**src/rtl/exc_ctrl_if.sv**
```systemverilog
// Decoder/fetch-side bundle for the exception control unit.
// The decoder/fetch side uses the master modport; exc_ctrl uses the slave modport.
interface exc_ctrl_if #(
    parameter int N = 64
);
    logic         valid;
    logic         NotAnInstr;
    logic         ERet;
    logic [N-1:0] pc;
    logic [31:0]  instr;
    logic         ExtIRQ;
    logic         ExtIAck;
    logic         Exc;
    logic [N-1:0] EVAddr;
    logic         ERetTaken;
    logic [N-1:0] ELR_o;
    logic         InHandler;
    logic [1:0]   sysreg_sel;
    logic [N-1:0] sysreg_rdata;

    modport master (
        output valid, NotAnInstr, ERet, pc, instr, ExtIRQ, sysreg_sel,
        input  ExtIAck, Exc, EVAddr, ERetTaken, ELR_o, InHandler, sysreg_rdata
    );

    modport slave (
        input  valid, NotAnInstr, ERet, pc, instr, ExtIRQ, sysreg_sel,
        output ExtIAck, Exc, EVAddr, ERetTaken, ELR_o, InHandler, sysreg_rdata
    );
endinterface

```
**src/rtl/exc_ctrl.sv**
```systemverilog
// Exception control unit: owns ELR/ESR/handler mode and drives fetch redirects.
// Optional handler cycle counter enabled by defining EXC_CYCLE_COUNT_EN.
module exc_ctrl #(
    parameter int          N          = 64,
    parameter logic [63:0] EXC_VECTOR = 64'hD8
) (
    input  logic       clk,
    input  logic       reset,
    exc_ctrl_if.slave  bus
);
    typedef enum logic {NORMAL = 1'b0, HANDLER = 1'b1} state_t;

    localparam logic [3:0] CODE_UNDEF  = 4'h1;
    localparam logic [3:0] CODE_IRQ    = 4'h2;
    localparam logic [3:0] CODE_ERET   = 4'h3;
    localparam logic [3:0] CODE_DFAULT = 4'h4;

    state_t       state;
    logic [N-1:0] elr;
    logic [63:0]  esr;
    logic         exc;
    logic         eret_taken;
    logic         ext_iack;

    logic undef_ev;
    logic eret_ev;
    assign undef_ev = bus.valid & bus.NotAnInstr;
    assign eret_ev  = bus.valid & bus.ERet;

`ifdef EXC_CYCLE_COUNT_EN
    logic [31:0] cycle_cnt;
`endif

    // NOTE: sequential state uses non-blocking assignments so every register
    // samples pre-edge values regardless of statement order.
    always_ff @(posedge clk) begin
        if (!reset) begin
            state      <= NORMAL;
            elr        <= '0;
            esr        <= '0;
            exc        <= 1'b0;
            eret_taken <= 1'b0;
            ext_iack   <= 1'b0;
`ifdef EXC_CYCLE_COUNT_EN
            cycle_cnt  <= '0;
`endif
        end else begin
            // Pulses default low so none can outlive a single cycle.
            exc        <= 1'b0;
            eret_taken <= 1'b0;
            ext_iack   <= 1'b0;
            case (state)
                NORMAL: begin
                    if (undef_ev) begin
                        elr   <= bus.pc;
                        esr   <= {bus.instr, 28'b0, CODE_UNDEF};
                        exc   <= 1'b1;
                        state <= HANDLER;
                    end else if (eret_ev) begin
                        elr   <= bus.pc;
                        esr   <= {bus.instr, 28'b0, CODE_ERET};
                        exc   <= 1'b1;
                        state <= HANDLER;
                    end else if (bus.ExtIRQ) begin
                        elr      <= bus.pc;
                        esr      <= {32'b0, 28'b0, CODE_IRQ};
                        exc      <= 1'b1;
                        ext_iack <= 1'b1;
                        state    <= HANDLER;
                    end
`ifdef EXC_CYCLE_COUNT_EN
                    if (undef_ev || eret_ev || bus.ExtIRQ) cycle_cnt <= '0;
`endif
                end
                HANDLER: begin
                    // ExtIRQ is masked here; it stays pending until back in NORMAL.
                    if (undef_ev) begin
                        esr <= {bus.instr, 28'b0, CODE_DFAULT};
                        exc <= 1'b1;
                    end else if (eret_ev) begin
                        eret_taken <= 1'b1;
                        state      <= NORMAL;
                    end
`ifdef EXC_CYCLE_COUNT_EN
                    cycle_cnt <= cycle_cnt + 32'd1;
`endif
                end
                default: state <= NORMAL;
            endcase
        end
    end

    assign bus.Exc       = exc;
    assign bus.ERetTaken = eret_taken;
    assign bus.ExtIAck   = ext_iack;
    assign bus.InHandler = (state == HANDLER);
    assign bus.EVAddr    = EXC_VECTOR[N-1:0];
    assign bus.ELR_o     = elr;

    always_comb begin
        bus.sysreg_rdata = '0;
        case (bus.sysreg_sel)
            2'b00: bus.sysreg_rdata = elr;
            2'b01: bus.sysreg_rdata = N'(esr);
            2'b10: bus.sysreg_rdata = N'({bus.ExtIRQ, state == HANDLER});
`ifdef EXC_CYCLE_COUNT_EN
            2'b11: bus.sysreg_rdata = N'(cycle_cnt);
`else
            2'b11: bus.sysreg_rdata = '0;
`endif
            default: bus.sysreg_rdata = '0;
        endcase
    end
endmodule

```
**src/flat_wrapper.sv**
```systemverilog
// flat-port wrapper written by rule: the top's interface ports become plain ports
module exc_ctrl_flat 
#(
    parameter int          N          = 64,
    parameter logic [63:0] EXC_VECTOR = 64'hD8
)
  (clk, reset, bus_valid, bus_NotAnInstr, bus_ERet, bus_pc, bus_instr, bus_ExtIRQ, bus_sysreg_sel, bus_ExtIAck, bus_Exc, bus_EVAddr, bus_ERetTaken, bus_ELR_o, bus_InHandler, bus_sysreg_rdata);
  exc_ctrl_if #(.N(N)) bus_i ();
  input  logic clk;
  input  logic reset;
  input wire logic [$bits(bus_i.valid)-1:0] bus_valid;
  input wire logic [$bits(bus_i.NotAnInstr)-1:0] bus_NotAnInstr;
  input wire logic [$bits(bus_i.ERet)-1:0] bus_ERet;
  input wire logic [$bits(bus_i.pc)-1:0] bus_pc;
  input wire logic [$bits(bus_i.instr)-1:0] bus_instr;
  input wire logic [$bits(bus_i.ExtIRQ)-1:0] bus_ExtIRQ;
  input wire logic [$bits(bus_i.sysreg_sel)-1:0] bus_sysreg_sel;
  output wire logic [$bits(bus_i.ExtIAck)-1:0] bus_ExtIAck;
  output wire logic [$bits(bus_i.Exc)-1:0] bus_Exc;
  output wire logic [$bits(bus_i.EVAddr)-1:0] bus_EVAddr;
  output wire logic [$bits(bus_i.ERetTaken)-1:0] bus_ERetTaken;
  output wire logic [$bits(bus_i.ELR_o)-1:0] bus_ELR_o;
  output wire logic [$bits(bus_i.InHandler)-1:0] bus_InHandler;
  output wire logic [$bits(bus_i.sysreg_rdata)-1:0] bus_sysreg_rdata;
  assign bus_i.valid = bus_valid;
  assign bus_i.NotAnInstr = bus_NotAnInstr;
  assign bus_i.ERet = bus_ERet;
  assign bus_i.pc = bus_pc;
  assign bus_i.instr = bus_instr;
  assign bus_i.ExtIRQ = bus_ExtIRQ;
  assign bus_i.sysreg_sel = bus_sysreg_sel;
  assign bus_ExtIAck = bus_i.ExtIAck;
  assign bus_Exc = bus_i.Exc;
  assign bus_EVAddr = bus_i.EVAddr;
  assign bus_ERetTaken = bus_i.ERetTaken;
  assign bus_ELR_o = bus_i.ELR_o;
  assign bus_InHandler = bus_i.InHandler;
  assign bus_sysreg_rdata = bus_i.sysreg_rdata;
  exc_ctrl #(.N(N), .EXC_VECTOR(EXC_VECTOR)) u_core (.clk(clk), .reset(reset), .bus(bus_i));
endmodule
```
**config.mk**
```make
export PLATFORM = sky130hd
export DESIGN_NAME = exc_ctrl_flat
export DESIGN_NICKNAME = d
export VERILOG_FILES = /design/src/rtl/exc_ctrl_if.sv /design/src/rtl/exc_ctrl.sv /design/src/flat_wrapper.sv
export SDC_FILE = /design/constraint.sdc
export NUM_CORES = 1
export LEC_CHECK = 0
export ABC_AREA = 1
export CORE_UTILIZATION = 32
export DETAILED_ROUTE_END_ITERATION = 10
export PLACE_DENSITY = 0.8
export SLEW_MARGIN = 5
export SYNTH_ARGS = -nofsm -noshare
export SYNTH_HDL_FRONTEND = slang
export SYNTH_SLANG_ARGS = --single-unit
```
**constraint.sdc**
```tcl
create_clock -name clk -period 1.1 [get_ports clk]
set_input_delay 0.22 -clock clk [delete_from_list [all_inputs] [get_ports clk]]
set_output_delay 0.22 -clock clk [all_outputs]
set_load 0.05 [all_outputs]
```
**Word level (Yosys, flattened, before mapping)**

Cells that the tools add are included.

- Bits in registers: 132
- Input bits: 104
- Output and inout bits: 196

- Equal/unequal tests: 5
- Muxes and demuxes: 18
- Bitwise gates (word level): 4
- Reduce and logical (&&, ||, !) cells: 6

Operator list:

| cell | count |
|---|---|
| $mux W64 | 7 |
| $pmux W64 S4 | 1 |
| $pmux W64 S2 | 1 |
| $mux W1 | 7 |
| $eq A2 B2 Y1 const B | 2 |
| $ne A4 B2 Y1 const B | 1 |
| $pmux W1 S2 | 2 |
| $reduce_and A2 Y1 | 2 |
| $reduce_or A4 Y1 | 1 |
| $reduce_bool A3 Y1 | 1 |
| $reduce_or A3 Y1 | 1 |
| $and A1 B1 Y1 | 2 |
| $eq A2 B1 Y1 const B | 1 |
| $logic_not A2 Y1 | 1 |
| $ne A2 B2 Y1 const B | 1 |
| $not A1 Y1 | 2 |

**Depth between registers and ports, before layout**

Gate-level depths: netlist (run 1).

- Depth in word-level cells: 4
- Depth in mapped cells: 7

**Worst setup path after synthesis (run 1)**

OpenSTA, ideal clock, no wires.

- Kind: reg-to-output
- Start: register u_core.elr[42] (netlist: u_core.bus.ELR_o[42])
- End: output port bus_sysreg_rdata[42]
- Arrival: 1.864 ns
- Data required time: 0.880 ns
- Slack: -0.984 ns
- Cell stages (with the launch flop): 3
- Cell sequence: dfxtp_1 inv_1 o21ai_0

- Cells in the longest elaborated chain, start to end: 1

Ends and longest elaborated chain:

| item | RTL line | text |
|---|---|---|
| start: declaration | exc_ctrl.sv:19 | `logic [N-1:0] elr;` |
| start signal: assignment | exc_ctrl.sv:55 | `elr <= bus.pc;` |
| start signal: assignment | exc_ctrl.sv:60 | `elr <= bus.pc;` |
| start signal: assignment | exc_ctrl.sv:65 | `elr <= bus.pc;` |
| $pmux W64 S4 | exc_ctrl.sv:102 | `case (bus.sysreg_sel)` |
| end: declaration | flat_wrapper.sv:24 | `output wire logic [$bits(bus_i.sysreg_rdata)-1:0] bus_sysreg_rdata;` |

No other way between the ends.

**Worst setup path after layout (run 1)**

- Start: register u_core.state (netlist: u_core.bus.InHandler)
- End: register u_core.esr[59]

- Cells in the longest elaborated chain, start to end: 3
- Elaborated cells between the ends (all ways): 5
- Those cells by class: eq/ne (2); mux (1); bitwise (1); reduce/logical (1)

Ends and longest elaborated chain:

| item | RTL line | text |
|---|---|---|
| start: declaration | exc_ctrl.sv:18 | `state_t state;` |
| start signal: assignment | exc_ctrl.sv:38 | `state <= NORMAL;` |
| start signal: assignment | exc_ctrl.sv:58 | `state <= HANDLER;` |
| start signal: assignment | exc_ctrl.sv:63 | `state <= HANDLER;` |
| $not A1 Y1 | exc_ctrl.sv:52 | `case (state)` |
| $ne A4 B2 Y1 (no line) | - |  |
| $reduce_and A2 Y1 (no line) | - |  |
| end signal: assignment | exc_ctrl.sv:56 | `esr <= {bus.instr, 28'b0, CODE_UNDEF};` |
| end signal: assignment | exc_ctrl.sv:61 | `esr <= {bus.instr, 28'b0, CODE_ERET};` |
| end signal: assignment | exc_ctrl.sv:66 | `esr <= {32'b0, 28'b0, CODE_IRQ};` |
| end: declaration | exc_ctrl.sv:20 | `logic [63:0] esr;` |

Parallel ways exist; a longest one is shown, timed or not.
A chain may end at the register's enable or synchronous reset.

==> impl_summary.md, run 1 <==
Logic synthesis
The most used standard cell by instance count after synthesis is sky130_fd_sc_hd__nand2_1. Counting flops and latches in the post-synthesis netlist gives 103. In the synthesized netlist the dominant register cell turns out to be sky130_fd_sc_hd__dfxtp_1. By area the synthesized netlist is led by sky130_fd_sc_hd__dfxtp_1, sky130_fd_sc_hd__nand2_1, sky130_fd_sc_hd__buf_4. The top cell type by area accounts for 41.3% of the synthesized area. In the synthesized netlist, the number of instances is 675. Counting flops with a built-in enable in the synthesized netlist gives 0. The cell area after synthesis is 4990 sq um. The share of the yosys chip area belonging to registers is 41.3%. The average footprint of a synthesized cell is 7.39 sq um. The most area-hungry cell type in the Yosys netlist is sky130_fd_sc_hd__dfxtp_1. By count the netlist is led by sky130_fd_sc_hd__nand2_1, sky130_fd_sc_hd__dfxtp_1, sky130_fd_sc_hd__inv_1. For this run, the number of Yosys warnings is 0. The share of async-settable or async-resettable flops after synthesis is 0%. The distinct cell type count after synthesis is 21.

Worst hold path
The worst hold path belongs to the class in -> reg.

STA
The hold violation total from the final report was 0. The highest clock frequency the design can meet is 712 MHz. Summed over all failing endpoints, the final setup total negative slack is -34.36 ns. On the final layout, the worst clock skew is 0.00460 ns. On the final layout, the worst hold slack is 0.304 ns. The final count of negative-setup-slack endpoints is 201. Setup repair after global routing could not meet its margin everywhere.

The number of max-slew violations in the final report is 0. The final cycle utilization of the critical path is 128%. In the post-route analysis, the smallest setup slack over all paths is -0.304 ns. For the finished layout, the period the worst path requires is 1.40 ns.

Clock tree
Buffers inserted during clock tree synthesis total 9. The clock tree from TritonCTS is done. The deepest clock path buffer count is 2. The clock root buffer is sky130_fd_sc_hd__clkbuf_16. The CTS clock-pin slew for the worst setup and hold paths is 0.07 ns. The CTS sink count is 103.

The clock insertion delay at the later pin of the skew report is 0.34 ns. The total number of H-tree levels is 3.

Worst setup path
The type of origin of the critical path is a register. The critical path capture point type is a register. The critical path class is reg -> reg. The required time of the worst setup path is 1.34 ns.

In this run the worst path has a maximum fanout of 7. The data arrival time at the worst-slack endpoint is 1.64 ns.

Place
Timing analysis after detailed placement gives a worst setup slack of -0.747 ns. The HPWL after detailed placement is 12,900 um. The port buffer count is 235.

Routability-driven placement finished with a final weighted congestion of 0.810. Once placement finished, the instance area stood at 9120 sq um.

Finish
The area added between synthesis and finish is 140%. After the last flow step, the layout net total stands at 1,116. The fraction of layout cells with a size suffix above 1 is 63.2%. The area of all placed cells without fillers is 12,000 sq um.

The core occupancy in the finished layout is 78.9%. The repair_antennas step left the layout with diodes totalling 0. Fill cells in the final layout number 801.

Die
The die covers 16,100 sq um. After floorplanning, the core was sized to cover 15,200 sq um. The count of standard-cell rows is 45. In this run the vertical extent of the chip is 127 um. The effective utilization at floorplan is 32.8%. The die is 127 um wide.

The number of I/O pins is 300.

Global routing
The number of global-route vias before repair was 5,939. Entering global routing, the biggest net connects 19 pins. For this run the aggregate overflow at the end of global routing stands at 0. The total global-route track usage is 28.4%.

The initial antenna violation count came to 0. The wire length of the first global-routing pass is 34,300 um.

Route
The first-pass iteration count of the detailed router is 4. The detailed router finished its first iteration with 276 violations. The number of remaining DRC errors is 0. Summed over all layers, the routed wires come to 23,900 um. The detail-routed via count per cell is 4.77. In the final routed layout, each cell accounts on average for 19.8 um.

The number of vias in the routed layout is 5,751. The number of antenna-violating nets in the routed design is 0.

Pwr
The analysis attributes to cell leakage a power of 5.20 nW. The cell area power density is 1250 nW/um^2. Across the VDD grid, the largest voltage drop is 0.718 mV.

Run status
The checks that failed: setup timing. The run finished, with violations left.

Run
Across the run, the number of max-cap violations was 0.
[flip-flops by register name, summed over array words and instances, names as in the netlist]
signal                count
u_core.bus.InHandler      1
u_core.esr               35
u_core.bus.ExtIAck        1
u_core.bus.ERetTaken      1
u_core.bus.Exc            1
u_core.bus.ELR_o         64
[power by group]
part	switching (mW)	leakage, nW	internal (mW)
clock network	1.49	0.157	2.06
registers	0.300	0.878	4.12
logic	3.89	4.17	3.10
[layer usage]
layer | up-vias | GRT usage [%] | routed length, um
li1 | 2657 | - | -
met1 | 2759 | 29.5 | 8180
met2 | 271 | 55.1 | 13200
met3 | 64 | 6.12 | 1650
met4 | 0 | 11.1 | 795
met5 | - | 0 | 0
[worst max-delay path, cell delays in order, from the launching register on]
cell	delay, ns
sky130_fd_sc_hd__dfxtp_4	0.36
sky130_fd_sc_hd__buf_8	0.14
sky130_fd_sc_hd__nor2_4	0.07
sky130_fd_sc_hd__nand3_2	0.09
sky130_fd_sc_hd__nand2_4	0.15
sky130_fd_sc_hd__buf_6	0.12
sky130_fd_sc_hd__buf_8	0.14
sky130_fd_sc_hd__inv_12	0.06
sky130_fd_sc_hd__nor2_4	0.09
sky130_fd_sc_hd__nor2_1	0.06
[cell usage in the layout, fill, tap and decap left out, types with 3 or more instances in the layout]
cell type and instances:
sky130_fd_sc_hd__buf_4 25, sky130_fd_sc_hd__inv_2 23, sky130_fd_sc_hd__nor2_4 39, sky130_fd_sc_hd__inv_4 4, sky130_fd_sc_hd__buf_8 21, sky130_fd_sc_hd__inv_12 3
sky130_fd_sc_hd__dlygate4sd2_1 4, sky130_fd_sc_hd__inv_8 3, sky130_fd_sc_hd__buf_12 119, sky130_fd_sc_hd__nand2_1 54, sky130_fd_sc_hd__o21ai_1 6, sky130_fd_sc_hd__inv_1 63
sky130_fd_sc_hd__buf_16 21, sky130_fd_sc_hd__clkbuf_16 9, sky130_fd_sc_hd__o21ai_2 66, sky130_fd_sc_hd__nand2_2 32, sky130_fd_sc_hd__o21ai_4 6, sky130_fd_sc_hd__nor2_2 11
sky130_fd_sc_hd__clkdlybuf4s50_1 97, sky130_fd_sc_hd__nand3_1 15, sky130_fd_sc_hd__o22ai_4 20, sky130_fd_sc_hd__nand3_4 3, sky130_fd_sc_hd__dfxtp_4 8, sky130_fd_sc_hd__conb_1 64
sky130_fd_sc_hd__buf_6 73, sky130_fd_sc_hd__a21oi_1 5, sky130_fd_sc_hd__dfxtp_1 34, sky130_fd_sc_hd__a21oi_2 17, sky130_fd_sc_hd__nand2_8 3, sky130_fd_sc_hd__nor2_1 27
sky130_fd_sc_hd__nand2_4 66, sky130_fd_sc_hd__dfxtp_2 61
[stage by stage]
stage	power (mW)	cells
2_1_floorplan	7.52	737
3_3_place_gp	9.51	1121
3_5_place_dp	9.58	1121
4_1_cts	14.6	1206
5_1_grt	15.5	1205
6_report	15.0	1205
[kinds of logic (layout without fill, tap and decap cells)]
group / after synthesis / in the layout / synth area share [%]
DFF: 103 / 103 / 41.3
AOI/OAI and AO/OA: 123 / 123 / 16.7
other: 2 / 64 / 0.151
buffers and inverters: 194 / 473 / 21.4
and+or+nand+nor: 253 / 254 / 20.4
[path summary, 6_finish.rpt]
kind / from / cells past startpoint / to / slack [ns]
worst min register to register: u_core.esr[1] / 2 / u_core.esr[1] / 0.47
worst max-delay path: u_core.bus.InHandler / 9 / u_core.esr[59] / -0.30
worst min-delay path: bus_NotAnInstr / 3 / u_core.bus.ERetTaken / 0.30
worst max register to register: u_core.bus.InHandler / 9 / u_core.esr[59] / -0.30
[layout make-up]
type                            count  area, sq um  share of cell area (%)
Inverter                           94          403                    3.36
Tap cell                          188          235                    1.96
Timing Repair inverter              3         43.8                   0.365
Clock inverter                      4         70.1                   0.584
Clock buffer                       12          246                    2.06
Sequential cell                   103         2170                    18.1
Timing Repair Buffer              360         5290                    44.1
Multi-Input combinational cell    441         3530                    29.5
[what timing repair did]
| item | in CTS | in global routing |
|---|---|---|
| hold buffers | 0 | 0 |
| setup buffers | 45 | 20 |
| gates resized for setup | 347 | 161 |
| pin swaps | 31 | 34 |
| setup endpoints to repair | 187 | 207 |
| gates cloned | 27 | 1 |
Note: power is estimated with default switching activity, not from simulation.
==> run 2: changes to the inputs <==
--- a/config.mk
+++ b/config.mk
@@ -9,6 +9,7 @@
 export CORE_UTILIZATION = 32
 export DETAILED_ROUTE_END_ITERATION = 10
 export PLACE_DENSITY = 0.8
+export SKIP_LAST_GASP = 1
 export SLEW_MARGIN = 5
 export SYNTH_ARGS = -nofsm -noshare
 export SYNTH_HDL_FRONTEND = slang
==> constraint.sdc (replaced) <==
create_clock -name clk -period 1.1 [get_ports clk]
set_input_delay 0.22 -clock clk [delete_from_list [all_inputs] [get_ports clk]]
set_output_delay 0.22 -clock clk [all_outputs]
set_load 0.02 [all_outputs]
==> impl_summary.md, run 2 (synthesis results as in run 1) <==
STA
Setup repair after global routing could not meet its margin everywhere. The highest clock frequency the design can meet is 624 MHz (-12%). The number of max-slew violations in the final report is 0 (unchanged). The final-layout worst hold slack is 0.335 ns (+0.0309 ns). The largest clock skew in the final design is 0.00692 ns (+0.00232 ns). The setup TNS is -51.12 ns (-16.76 ns).

The final cycle utilization of the critical path is 146% (+18 points). The setup slack after layout was -0.504 ns (-0.200 ns). The post-layout minimum cycle time is 1.60 ns (+0.200 ns). The hold violation total from the final report came to 0 (unchanged). The final count of negative-setup-slack endpoints is 203 (+1.0%).

Die
The die outline area is 16,100 sq um (unchanged). The horizontal die dimension is 127 um (unchanged). The effective utilization at floorplan is 32.8% (unchanged).

The die boundary height is 127 um (unchanged). The core outline area came to 15,200 sq um (unchanged). The count of standard-cell rows was 45 (unchanged).

The number of I/O pins is 300 (unchanged).

Finish
The library cell used most frequently in the layout, excluding fill and tap cells, is sky130_fd_sc_hd__buf_6. The area added between synthesis and finish is 132%. The fraction of layout cells with a size suffix above 1 is 60.9% (-2.3 points). The number of nets at the end of the flow is 1,187 (+6.4%). The core occupancy in the finished layout is 76.1% (-2.8 points). The area of all placed cells without fillers is 11,600 sq um (-3.6%).

Leaving out fill and tap cells, the most frequent cells in the layout are sky130_fd_sc_hd__buf_6, sky130_fd_sc_hd__buf_4, sky130_fd_sc_hd__clkdlybuf4s50_1. The antenna diode instance count is 0 (unchanged). The post-layout instance count excluding filler cells is 1,276 (+5.9%). The number of flip-flops under the largest register name is 64 (unchanged).

Place
The number of placed cells counting well taps is 1,188 (+6.0%). The placed wire-length estimate is 11,900 um (-7.5%). The pre-CTS setup slack is -1.05 ns (-0.300 ns). The total cell area at the placement stage came to 8270 sq um (-9.3%). The port buffer count is 235 (unchanged).

The placer congestion estimate came to 0.861 (+6.3%).

Route
The average wire per cell in the routed design is 20.3 um (+2.4%). The first-pass iteration count of the detailed router was 4 (unchanged). The count of routing violations after the opening detailed-route iteration is 324 (+17%).

The total wire length is 25,900 um (+8.5%). The number of vias in the routed layout is 6,232 (+8.4%). The number of remaining DRC errors is 0 (unchanged). The detail-routed via count per cell is 4.88 (+2.3%).

The number of antenna-violating nets in the routed design was 0 (unchanged).

Worst setup path
The required time of the worst setup path is 0.88 ns (-0.46 ns). In this design, the largest share of critical-path delay is due to buffers and inverters. The number of buffer and inverter stages on the critical path came to 7 (+3).

The worst flop-to-flop path startpoint is u_core.bus.InHandler. The data arrival time at the worst-slack endpoint was 1.38 ns (-0.26 ns). The endpoint of the worst register-to-register path is u_core.bus.ELR_o[3]. The largest fanout of any net on the critical path was 5 (-2). The critical path goes through buf_6, buf_6, nor2_4, inv_8, buf_12, buf_6, buf_6, o211ai_1, buf_4.

The critical path capture point type is a primary output. The largest incremental delay on the critical path is 0.19 ns (-0.17 ns). The critical path class is in -> out.

The register-to-register path setup slack is -0.35 ns (-0.05 ns). The depth of the worst register-to-register path was 9 (unchanged). In this design, the critical path's most frequently occurring cell is sky130_fd_sc_hd__buf_6. The cell at the slowest stage of the critical path is sky130_fd_sc_hd__o211ai_1. The worst setup path is launched from an input pin.

Pwr
The post-layout total power is 13.3 mW (-11%). The cell area power density is 1150 nW/um^2 (-8.1%). The static leakage power is 5.25 nW (+0.92%).

The maximum resistive drop on vdd is 0.763 mV (+6.2%).

Clock tree
The total number of H-tree levels is 3 (unchanged). The clock root buffer is sky130_fd_sc_hd__clkbuf_16. The CTS clock-pin slew for the worst setup and hold paths is 0.07 ns (about the same).

TritonCTS built the clock tree. The clock insertion delay at the later pin of the skew report is 0.35 ns (about the same). The deepest clock path buffer count is 2 (unchanged). The total CTS buffers is 9 (unchanged). The CTS sink count was 103 (unchanged).

Worst hold path
For hold timing, the worst endpoint is u_core.bus.ERetTaken. In this run the most critical hold path is launched from bus_NotAnInstr. The cell count of the worst hold path is 3 (unchanged). In this run the worst hold path is classified as in -> reg.

Run status
The checks that failed: setup timing. The run finished, with violations left.

Global routing
The global-route met2 utilization was 49.2% (-5.9 points). The initial antenna violation count was 0 (unchanged). The wire length of the first global-routing pass is 34,100 um (-0.62%). The busiest layer in global routing is met2.

The met3 track utilization from global routing is 4.89% (-1.2 points). The total global-route track usage is 28.1% (-0.27 points). The pin count of the biggest net entering global routing was 21 (+2). The overflow left after global routing came to 0 (unchanged). The met1 usage in global routing came to 32.1% (+2.6 points). The number of global-route vias before repair is 6,234 (+5.0%).

Run
The number of max-capacitance violations reported was 0 (unchanged).
run 2: worst max-delay path by stage:
| stage | startpoint | cells after the start | end | slack [ns] |
|---|---|---|---|---|
| detailed placement | bus_sysreg_sel[0] | 7 | bus_sysreg_rdata[11] | -1.05 |
| CTS | bus_sysreg_sel[1] | 10 | bus_sysreg_rdata[49] | -0.53 |
| global placement | bus_sysreg_sel[0] | 7 | bus_sysreg_rdata[56] | -1.03 |
| global route | bus_sysreg_sel[0] | 9 | bus_sysreg_rdata[0] | -0.57 |
| floorplan | bus_sysreg_sel[0] | 4 | bus_sysreg_rdata[35] | -0.05 |
| finish | bus_sysreg_sel[0] | 9 | bus_sysreg_rdata[0] | -0.50 |
run 2: area by class of cell:
| cell class | instances | area, sq um |
|---|---|---|
| clock inverters | 4 | 30.0 |
| repair buffers | 433 | 4950 |
| fillers | 910 | 3640 |
| clock buffers | 12 | 246 |
| flip-flops and latches | 103 | 2120 |
| inverters | 94 | 383 |
| multi-input cells | 441 | 3590 |
| repair inverters | 1 | 8.76 |
| well taps | 188 | 235 |
run 2: power breakdown:
part | internal (mW) | switching [mW] | leakage (nW) | total, mW
combinational | 2.84 | 3.00 | 4.25 | 5.84
clock | 1.61 | 1.50 | 0.133 | 3.11
sequential | 4.11 | 0.203 | 0.866 | 4.31
run 2: routing by layer:
metal	vias up	wire [um]
met3	118	1760
met2	367	13400
met4	0	1510
met1	2955	9210
li1	2792	-
met5	-	0
run 2: what timing repair did:
action                                  4_1_cts  5_1_grt
endpoints found under the hold margin         0        0
endpoints found under the setup margin      235      222
resized for setup                           986      308
gates cloned                                 24        8
hold buffers                                  0        0
pin swaps                                    25       42
setup buffers                                34       28
run 2: worst min-delay path, cell delays in order:
cell,delay (ns)
sky130_fd_sc_hd__dlygate4sd2_1,0.23
sky130_fd_sc_hd__buf_4,0.14
sky130_fd_sc_hd__nor4_4,0.05
